## src/rtl/seq_alu_pkg.sv

```systemverilog
// rtl/seq_alu_pkg.sv - opcodes, FSM encoding and op classification shared by seq_alu files
package seq_alu_pkg;

   localparam logic [2:0] OP_NOP = 3'b000;
   localparam logic [2:0] OP_ADD = 3'b001;
   localparam logic [2:0] OP_SUB = 3'b010;
   localparam logic [2:0] OP_MUL = 3'b011;
   localparam logic [2:0] OP_DIV = 3'b100;
   localparam logic [2:0] OP_SHR = 3'b101;
   localparam logic [2:0] OP_SHL = 3'b110;
   localparam logic [2:0] OP_POW = 3'b111;

   typedef enum logic [1:0] {
      S_IDLE = 2'd0,
      S_EXEC = 2'd1,
      S_DONE = 2'd2
   } state_t;

   // Divide by zero is resolved in one cycle, so it never enters the engine.
   function automatic logic is_iter_op(input logic [2:0] op, input logic div_by_zero);
      return (op == OP_MUL) || (op == OP_POW) || ((op == OP_DIV) && !div_by_zero);
   endfunction

endpackage

```

## src/rtl/seq_alu_iter.sv

```systemverilog
// rtl/seq_alu_iter.sv - iterative engine: shift-add MUL, restoring DIV, repeated-multiply POW
module seq_alu_iter
   import seq_alu_pkg::*;
#(
   parameter int WIDTH = 8,
   parameter int CNT_W = $clog2(WIDTH) + 1
) (
   input  logic             clk,
   input  logic             rst,
   input  logic             start_i,
   input  logic [2:0]       op_i,
   input  logic [WIDTH-1:0] a_i,
   input  logic [WIDTH-1:0] b_i,
   output logic             busy_o,
   output logic             done_o,
   output logic [WIDTH-1:0] res_o,
   output logic             ovf_o
);

   // POW runs up to 2**WIDTH-1 steps, so the counter must also hold a full operand.
   localparam int IT_W = (CNT_W > WIDTH) ? CNT_W : WIDTH;

   logic [2:0]       op_q, op_d;
   logic [WIDTH-1:0] x_q, x_d;
   logic [WIDTH-1:0] y_q, y_d;
   logic [WIDTH-1:0] z_q, z_d;
   logic             ovf_q, ovf_d;
   logic             skip_q, skip_d;
   logic             busy_q, busy_d;
   logic [IT_W-1:0]  cnt_q, cnt_d;

   logic [WIDTH:0]     mul_sum;
   logic [WIDTH:0]     div_sh;
   logic               div_ge;
   logic [2*WIDTH-1:0] pow_prod;
   logic [WIDTH-1:0]   x_step;
   logic [WIDTH-1:0]   y_step;
   logic               ovf_step;

   // x: MUL high half / DIV remainder / POW accumulator; y: MUL low half / DIV quotient; z: multiplicand, divisor or base
   always_comb begin
      mul_sum  = {1'b0, x_q} + (y_q[0] ? {1'b0, z_q} : {(WIDTH+1){1'b0}});
      div_sh   = {x_q, y_q[WIDTH-1]};
      div_ge   = (div_sh >= {1'b0, z_q});
      pow_prod = {{WIDTH{1'b0}}, x_q} * {{WIDTH{1'b0}}, z_q};
      x_step   = x_q;
      y_step   = y_q;
      ovf_step = ovf_q;
      case (op_q)
         OP_MUL: begin
            x_step   = mul_sum[WIDTH:1];
            y_step   = {mul_sum[0], y_q[WIDTH-1:1]};
            ovf_step = |mul_sum[WIDTH:1];
         end
         OP_DIV: begin
            x_step   = div_ge ? (div_sh[WIDTH-1:0] - z_q) : div_sh[WIDTH-1:0];
            y_step   = {y_q[WIDTH-2:0], div_ge};
            ovf_step = 1'b0;
         end
         OP_POW: begin
            if (!skip_q) begin
               x_step   = pow_prod[WIDTH-1:0];
               ovf_step = ovf_q | (|pow_prod[2*WIDTH-1:WIDTH]);
            end
         end
         default: ;
      endcase
   end

   always_comb begin
      op_d   = op_q;
      x_d    = x_q;
      y_d    = y_q;
      z_d    = z_q;
      ovf_d  = ovf_q;
      skip_d = skip_q;
      busy_d = busy_q;
      cnt_d  = cnt_q;
      if (start_i) begin
         op_d   = op_i;
         busy_d = 1'b1;
         ovf_d  = 1'b0;
         skip_d = (b_i == '0);
         case (op_i)
            OP_MUL: begin
               x_d   = '0;
               y_d   = b_i;
               z_d   = a_i;
               cnt_d = IT_W'(WIDTH);
            end
            OP_DIV: begin
               x_d   = '0;
               y_d   = a_i;
               z_d   = b_i;
               cnt_d = IT_W'(WIDTH);
            end
            default: begin
               x_d   = WIDTH'(1);
               y_d   = '0;
               z_d   = a_i;
               cnt_d = (b_i == '0) ? IT_W'(1) : IT_W'(b_i);
            end
         endcase
      end else if (busy_q) begin
         x_d   = x_step;
         y_d   = y_step;
         ovf_d = ovf_step;
         cnt_d = cnt_q - IT_W'(1);
         if (cnt_q == IT_W'(1)) begin
            busy_d = 1'b0;
         end
      end
   end

   always_ff @(posedge clk) begin
      if (rst) begin
         op_q   <= OP_NOP;
         x_q    <= '0;
         y_q    <= '0;
         z_q    <= '0;
         ovf_q  <= 1'b0;
         skip_q <= 1'b0;
         busy_q <= 1'b0;
         cnt_q  <= '0;
      end else begin
         op_q   <= op_d;
         x_q    <= x_d;
         y_q    <= y_d;
         z_q    <= z_d;
         ovf_q  <= ovf_d;
         skip_q <= skip_d;
         busy_q <= busy_d;
         cnt_q  <= cnt_d;
      end
   end

   // done marks the cycle whose step is the last one; res_o/ovf_o carry that step's outcome.
   assign busy_o = busy_q;
   assign done_o = busy_q && (cnt_q == IT_W'(1));
   assign res_o  = (op_q == OP_POW) ? x_step : y_step;
   assign ovf_o  = ovf_step;

endmodule

```

## src/rtl/seq_alu.sv

```systemverilog
// rtl/seq_alu.sv - sequential ALU top: handshake FSM, single-cycle ops and flags
// SEQ_ALU_SATURATE_EN defined: ADD/MUL/POW overflow clamps to all ones, SUB borrow clamps to 0.
module seq_alu
   import seq_alu_pkg::*;
#(
   parameter int WIDTH = 8,
   parameter int CNT_W = $clog2(WIDTH) + 1
) (
   input  logic             clk,
   input  logic             rst,
   input  logic             in_valid,
   output logic             in_ready,
   input  logic [WIDTH-1:0] num1,
   input  logic [WIDTH-1:0] num2,
   input  logic [2:0]       oper,
   output logic             out_valid,
   input  logic             out_ready,
   output logic [WIDTH-1:0] result,
   output logic             carry,
   output logic             zero,
   output logic             err
);

`ifdef SEQ_ALU_SATURATE_EN
   localparam bit SAT_EN = 1'b1;
`else
   localparam bit SAT_EN = 1'b0;
`endif

   localparam logic [WIDTH-1:0] ONES = '1;

   state_t state_q, state_d;

   logic [WIDTH-1:0] result_q, result_d;
   logic             carry_q, carry_d;
   logic             zero_q, zero_d;
   logic             err_q, err_d;

   logic             accept;
   logic             div_zero;
   logic             iter_go;
   logic             big_shift;
   logic [WIDTH:0]   add_sum;
   logic [WIDTH:0]   sub_diff;
   logic [WIDTH-1:0] op_res;
   logic             op_carry;
   logic             op_err;

   logic             iter_busy;
   logic             iter_done;
   logic [WIDTH-1:0] iter_res;
   logic             iter_ovf;
   logic [WIDTH-1:0] iter_final;

   assign accept    = in_valid && in_ready;
   assign div_zero  = (num2 == '0);
   assign iter_go   = accept && is_iter_op(oper, div_zero);
   assign big_shift = (num2 >= WIDTH'(WIDTH));

   seq_alu_iter #(
      .WIDTH (WIDTH),
      .CNT_W (CNT_W)
   ) u_iter (
      .clk     (clk),
      .rst     (rst),
      .start_i (iter_go),
      .op_i    (oper),
      .a_i     (num1),
      .b_i     (num2),
      .busy_o  (iter_busy),
      .done_o  (iter_done),
      .res_o   (iter_res),
      .ovf_o   (iter_ovf)
   );

   always_ff @(posedge clk) begin
      if (rst) begin
         state_q <= S_IDLE;
      end else begin
         state_q <= state_d;
      end
   end

   always_comb begin
      state_d = state_q;
      case (state_q)
         S_IDLE:  if (accept) state_d = iter_go ? S_EXEC : S_DONE;
         S_EXEC:  if (iter_done) state_d = S_DONE;
         S_DONE:  if (out_ready) state_d = S_IDLE;
         default: state_d = S_IDLE;
      endcase
   end

   always_comb begin
      in_ready  = 1'b0;
      out_valid = 1'b0;
      case (state_q)
         S_IDLE:  in_ready = !rst && !iter_busy;
         S_DONE:  out_valid = 1'b1;
         default: ;
      endcase
   end

   // Single-cycle operations are resolved straight from the accepted operands.
   always_comb begin
      add_sum  = {1'b0, num1} + {1'b0, num2};
      sub_diff = {1'b0, num1} - {1'b0, num2};
      op_res   = '0;
      op_carry = 1'b0;
      op_err   = 1'b0;
      case (oper)
         OP_ADD: begin
            op_res   = add_sum[WIDTH-1:0];
            op_carry = add_sum[WIDTH];
            if (SAT_EN && op_carry) op_res = ONES;
         end
         OP_SUB: begin
            op_res   = sub_diff[WIDTH-1:0];
            op_carry = sub_diff[WIDTH];
            if (SAT_EN && op_carry) op_res = '0;
         end
         OP_SHR:  op_res = big_shift ? '0 : (num1 >> num2);
         OP_SHL:  op_res = big_shift ? '0 : (num1 << num2);
         OP_DIV: begin
            op_res = ONES;
            op_err = 1'b1;
         end
         default: op_err = 1'b1;
      endcase
   end

   assign iter_final = (SAT_EN && iter_ovf) ? ONES : iter_res;

   always_comb begin
      result_d = result_q;
      carry_d  = carry_q;
      zero_d   = zero_q;
      err_d    = err_q;
      if ((state_q == S_IDLE) && accept && !iter_go) begin
         result_d = op_res;
         carry_d  = op_carry;
         zero_d   = (op_res == '0);
         err_d    = op_err;
      end else if ((state_q == S_EXEC) && iter_done) begin
         result_d = iter_final;
         carry_d  = iter_ovf;
         zero_d   = (iter_final == '0);
         err_d    = 1'b0;
      end
   end

   always_ff @(posedge clk) begin
      if (rst) begin
         result_q <= '0;
         carry_q  <= 1'b0;
         zero_q   <= 1'b0;
         err_q    <= 1'b0;
      end else begin
         result_q <= result_d;
         carry_q  <= carry_d;
         zero_q   <= zero_d;
         err_q    <= err_d;
      end
   end

   assign result = result_q;
   assign carry  = carry_q;
   assign zero   = zero_q;
   assign err    = err_q;

endmodule

```

## config.mk

```make
export PLATFORM = sky130hd
export DESIGN_NAME = seq_alu
export DESIGN_NICKNAME = d
export VERILOG_FILES = /design/src/rtl/seq_alu_pkg.sv /design/src/rtl/seq_alu_iter.sv /design/src/rtl/seq_alu.sv
export SDC_FILE = /design/constraint.sdc
export NUM_CORES = 1
export LEC_CHECK = 0
export BUFFER_PORTS_ARGS = -buffer_cell sky130_fd_sc_hd__buf_2
export CAP_MARGIN = 40
export CELL_PAD_IN_SITES_DETAIL_PLACEMENT = 2
export CELL_PAD_IN_SITES_GLOBAL_PLACEMENT = 2
export CORE_AREA = 2 2 146 148
export DETAILED_ROUTE_END_ITERATION = 10
export DIE_AREA = 0 0 148 150
export PLACE_DENSITY_LB_ADDON = 0.1
export REMOVE_ABC_BUFFERS = 1
export SYNTH_ARGS = -nofsm -noshare
export SYNTH_HDL_FRONTEND = slang
export SYNTH_SLANG_ARGS = --single-unit
export TNS_END_PERCENT = 10
```

## constraint.sdc

```tcl
create_clock -name clk -period 5.6 [get_ports clk]
set_input_delay 1.12 -clock clk [delete_from_list [all_inputs] [get_ports clk]]
set_output_delay 1.12 -clock clk [all_outputs]
set_load 0.02 [all_outputs]
```

# --- Word level (Yosys, flattened, before mapping) ---
# Index checks and enable logic that the tools add are counted.
classes:
  muxes: 42
  n_shift: 2
  n_eq_ne: 16
  magnitude_cmp: 2
  multipliers: 1
  n_bitwise: 1
  reduce_logical: 26
  n_addsub: 5
op_table:
  columns: ["operator", "count"]
  rows:
  - ["$mux W8", 17]
  - ["$pmux W8 S5", 1]
  - ["$pmux W8 S2", 2]
  - ["$logic_not A8 Y1", 3]
  - ["$pmux W8 S3", 1]
  - ["$eq A3 B3 Y1 const B", 6]
  - ["$mul A8 B8 Y16", 1]
  - ["$reduce_or A8 Y1", 2]
  - ["$mux W1", 14]
  - ["$add A8 B8 Y9", 1]
  - ["$add A8 B9 Y9", 1]
  - ["$eq A3 B2 Y1 const B", 3]
  - ["$ge A9 B8 Y1", 1]
  - ["$sub A8 B8 Y9", 1]
  - ["$eq A8 B1 Y1 const B", 1]
  - ["$ge A8 B4 Y1 const B", 1]
  - ["$logic_and A1 B1 Y1", 8]
  - ["$mux W2", 4]
  - ["$shl A8 B8 Y8", 1]
  - ["$shr A8 B8 Y8", 1]
  - ["$sub A8 B1 Y8 const B", 1]
  - ["$sub A8 B8 Y8", 1]
  - ["$ne A2 B2 Y1 const B", 3]
  - ["$pmux W2 S3", 1]
  - ["other kinds (13)", 19]
word_totals:
  ff_bits: 51
  wordCells: 108
  out_inout_bits: 13

# --- Logic depth before layout (Yosys ltp) ---
depth:
  depth_word: 8
  mapped_depth: 19
  ltp_nobuf: 18

# --- Modules after synthesis ---
# A second synthesis with hierarchy kept.
unflattened:
  cells_unflattened: 922
  hier_area_um2: 7299.5
modules_own_cells:
  columns: ["module", "seq_area_each_um2", "cells_per_inst", "area_each_um2", "instances"]
  rows:
  - ["seq_alu_iter", 760.7, 654, 5255.0, 1]
  - ["seq_alu", 260.2, 268, 2044.5, 1]

# --- Worst setup path after synthesis ---
# Ideal clock, no wire load.
synth_path:
  kind: "register to register"
  start: "register u_iter.x_q[1]"
  end: "register u_iter.ovf_q"
  slack_ns: 0.877
  setup_time_ns: 0.120
  required_ns: 5.480
  period_less_slack_ns: 4.723
  arrival_time_ns: 4.604
  path_stages_with_launch: 18
  cell_sequence: "dfxtp_1 > clkbuf_1 > nand2_1 > fa_1 > fa_1 > inv_1 > fa_1 > inv_1 > fa_1 > inv_1 > ha_1 > o21ai_0 > o21bai_1 > a2111oi_0 > nor4_1 > mux2i_1 > a31oi_1 > a211o_1"
synth_between:
  elab_chain_len: 5
  elab_cells_between_ends: 7
  classes_between: "1 x add/sub; 1 x mul; 2 x mux; 1 x bitwise; 2 x reduce/logical"
synth_lines:
  columns: ["element", "line_no", "text"]
  rows:
  - ["from (decl)", "seq_alu_iter.sv:24", "logic [WIDTH-1:0] x_q, x_d;"]
  - ["from (signal assigned)", "seq_alu_iter.sv:118", "x_q <= '0;"]
  - ["from (signal assigned)", "seq_alu_iter.sv:127", "x_q <= x_d;"]
  - ["$mul A8 B8 Y16", "seq_alu_iter.sv:45", "pow_prod = {{WIDTH{1'b0}}, x_q} * {{WIDTH{1'b0}}, z_q};"]
  - ["$reduce_or A8 Y1", "seq_alu_iter.sv:63", "ovf_step = ovf_q | (|pow_prod[2*WIDTH-1:WIDTH]);"]
  - ["$or A1 B1 Y1", "seq_alu_iter.sv:63", null]
  - ["$mux W1", "seq_alu_iter.sv:61", "if (!skip_q) begin"]
  - ["$pmux W1 S3 (*)", "seq_alu_iter.sv:49", "case (op_q)"]
  - ["to (signal assigned)", "seq_alu_iter.sv:130", "ovf_q <= ovf_d;"]
  - ["to (decl)", "seq_alu_iter.sv:27", "logic ovf_q, ovf_d;"]
# Every way passes the cells marked *; elsewhere a longest branch is shown, timed or not.
# A chain may end at the register's enable or synchronous reset.

# --- Worst setup path in the final report ---
layout_path:
  start: "register u_iter.z_q[6]"
  end: "register u_iter.ovf_q"
layout_between:
  elab_chain_len: 5
  elab_cells_between_ends: 8
  classes_between: "1 x add/sub; 1 x mul; 3 x mux; 1 x bitwise; 2 x reduce/logical"
layout_lines:
  columns: ["element", "line_no", "text"]
  rows:
  - ["from (decl)", "seq_alu_iter.sv:26", "logic [WIDTH-1:0] z_q, z_d;"]
  - ["from (signal assigned)", "seq_alu_iter.sv:129", "z_q <= z_d;"]
  - ["$mul A8 B8 Y16", "seq_alu_iter.sv:45", null]
  - ["$reduce_or A8 Y1", "seq_alu_iter.sv:63", null]
  - ["$or A1 B1 Y1", "seq_alu_iter.sv:63", null]
  - ["$mux W1", "seq_alu_iter.sv:61", null]
  - ["$pmux W1 S3 (*)", "seq_alu_iter.sv:49", null]
# Marked as above.

==> results.md <==
* Setup WS pre-CTS at between 0.4 and 0.5 ns
* Setup ws final at 0.449 ns
* Crit-path slowest cell: a2111oi_0
* First drt pass iteration count at 5
* Initial antenna violation count at 0
* Global route overflow at 0
* Final nets at 1,140
* First-pass GRT wire length at 45,600 um
* CP Class: reg -> reg
* Hpwl dp at 22,700 um
* IO Count at 36
* Initial Utilization at 0.373
* Final WL at 29,000 um
* Worst Path Max Fanout at 11
* #FFs+latches synth at 51
* Largest net degree at the start of global routing at a little under 50
* Max Transition Viols Final at 0
* Mapped Cells at between 1,000 and 1,500
* Cts bufs inserted at 5
* Post-synth top area share at 0.132
* Total track usage at 0.263
* Period utilisation layout at 0.920
* DRC viols at 0
* Postcts setup bufs at 0
* ANT nets after route at 0
* IO Port Bufs at 35
* Most used cell, CP: fa_1
* Num Clock Sinks at ~50
* Sequential element share of the synthesized area at 0.132
* Routed vias at between 7,000 and 8,000
* Core area at 20,700 sq um
* Final antenna diode count at 0
* Ys Warns at 0
* Routability cong. at 0.855
* Synthesis-to-layout area growth at 6.43%
* Detailed-route vias per instance at 5.92
* Maxcap violations at 0
* Pwr Density at about 130 nW/um^2
* CTS resizes at 0
* Full die area at 22,200 sq um
* CTS max path bufs at 2
* First DRT Iteration DRCs at 444
* TritonCTS clock tree: yes
* Top FF cell, synth: dfxtp_1
* Synth unique cells at 84
* Commonest non-fill, non-tap cells in the layout: nand2_1, inv_1, ha_1
* Endpoint type of the worst setup path: flip-flop
* Synth Area per Inst at 7.69 sq um
* Asr flop ratio synth at 0
* Max-slew headroom at 0.412
* Status: finished, final reports clean
* Clk pin slew, worst setup/hold paths at 0.08 ns
* Leakage at around 3.5 nW
* Netlist Area Pre-Place at 7720 sq um
* WP data required at between 5 and 6 ns
* VDD IR-drop max at roughly 0.13 mV
* Crit. Startpoint: u_iter.z_q[6]
* Avg WL per Cell at 22.8 um
* Cell Chain, Critical Path: nand2_1 -> fa_1 -> fa_1 -> inv_1 -> fa_1 -> inv_1 -> fa_1 -> inv_1 -> ha_1 -> o21ai_0 -> o21bai_1 -> a2111oi_0 -> nor4_1 -> mux2i_1 -> a31oi_1 -> a211o_1
* Clock H-tree levels at 2
* Crit path largest cell delay at 0.65 ns
* Yosys top cell by area: dfxtp_1
* CP Data Arrival Time at 5.35 ns
* Row Count at 53
* Tmin final at ~5.2 ns
* Setup Skew at 0.00585 ns
* Share of cells above drive strength 1 at 0.0973
* Clock root buffer master: clkbuf_16
* Final Hold Vio Count at 0
* Worst skew pair latency at between 0.3 and 0.4 ns
* Vias in the first global route at 7,762
* Most common cell after layout, fill and taps aside: nand2_1
* Setup violations, final at 0
* Filler cells at 2,430
* FF/Latch Area at 1020 sq um
* Floorplan die height at ~150 um
* Startpoint types: flip-flop
* R2r startpoint: u_iter.z_q[6]
* Setup total negative slack at 0 ns
* RSZ-0062 raised after global routing: no
* Chip width at roughly 150 um
* Footprint of the multi-input gates at 6060 sq um
* Synth top area cells: dfxtp_1, ha_1, fa_1
* Worst-Margin Slew at 0.878 ns
* Hold WC Path Type: reg -> reg
* F_max at 0.194 GHz
* Hold buffer count at CTS at 0
* Worst hold start: u_iter.y_q[7]
* Post-synth EDFFs at 0
==> flip-flops by register name (all words and copies together) (netlist names) <==
name	count
carry	1
err	1
result	8
state_q	2
u_iter.busy_o	1
u_iter.cnt_q	8
u_iter.op_q	3
u_iter.ovf_q	1
u_iter.skip_q	1
u_iter.x_q	8
u_iter.y_q	8
u_iter.z_q	8
zero	1
==> stage by stage <==
| step | hold WS, ns | power [mW] | std cells | instance area [sq um] | util |
|---|---|---|---|---|---|
| 3_3_place_gp | 0.440 | 0.751 | 1264 | 8080 | 0.390 |
| 2_1_floorplan | 0.426 | 0.623 | 936 | 7400 | - |
| 6_report | 0.456 | 1.08 | 1272 | 8220 | 0.397 |
| 4_1_cts | 0.462 | 1.08 | 1272 | 8220 | 0.397 |
| 3_5_place_dp | 0.451 | 0.756 | 1264 | 8080 | 0.390 |
| 5_1_grt | 0.491 | 1.13 | 1272 | 8220 | 0.397 |
==> metal layers <==
| layer | wire length, um | GRT usage |
|---|---|---|
| met1 | 13300 | 0.351 |
| met2 | 14700 | 0.480 |
| met3 | 750 | 0.0152 |
| met4 | 267 | 0.0362 |
| met5 | 0 | 0 |
==> power breakdown <==
part           total, mW  switching [mW]  internal [mW]
combinational      0.351           0.218          0.133
clock              0.330           0.164          0.166
sequential         0.398          0.0227          0.375
total               1.08           0.405          0.674
==> synthesized netlist by cell type, types with 6 or more instances <==
library cell	number
o211ai_1	9
o21ai_0	37
xnor2_1	17
o31ai_1	9
and2_1	45
a31oi_1	12
o22ai_1	6
a22oi_1	14
a211oi_1	14
and3_1	7
nand2_1	114
mux2_2	10
nor3_1	21
xor2_1	10
o21bai_1	7
nor2b_1	12
o221ai_1	6
nand4_1	7
a311oi_1	8
inv_1	88
dfxtp_1	51
buf_2	10
mux2i_1	12
a221oi_1	11
a21oi_1	76
nand2b_1	11
a21o_1	12
nor2_1	70
clkbuf_1	45
nand3_1	25
ha_1	81
fa_1	40
==> cell type report <==
| class | instances | share of cell area |
|---|---|---|
| multi-input combinational | 795 | 0.737 |
| clock buffer | 5 | 0.0152 |
| clock inverter | 3 | 0.00244 |
| timing repair buffer | 53 | 0.0377 |
| sequential | 51 | 0.124 |
| inverter | 90 | 0.0411 |
| tap | 275 | 0.0419 |
==> critical path, delay by kind of cell (launching register included) <==
kind            cells  cell delay [ns]
mux                 1             0.25
fa+ha+maj           5             2.49
flops               1             0.59
buf+inv             3             0.16
simple gates        2             0.32
compound gates      5             1.23
==> path summary, 6_finish.rpt <==
kind / to / slack, ns / cells past startpoint
worst max register to register: u_iter.ovf_q / 0.45 / 16
worst min register to register: u_iter.y_q[7] / 0.46 / 2
worst min-delay path: u_iter.y_q[7] / 0.46 / 2
worst max-delay path: u_iter.ovf_q / 0.45 / 16
==> cells by family after synthesis <==
kind of cell,synth area share
simple gates,0.227
compound gates,0.238
buf+inv,0.0850
fa+ha+maj,0.235
flops,0.132
mux,0.0515
xor+xnor,0.0306
Power figures use the tool's default switching activity.
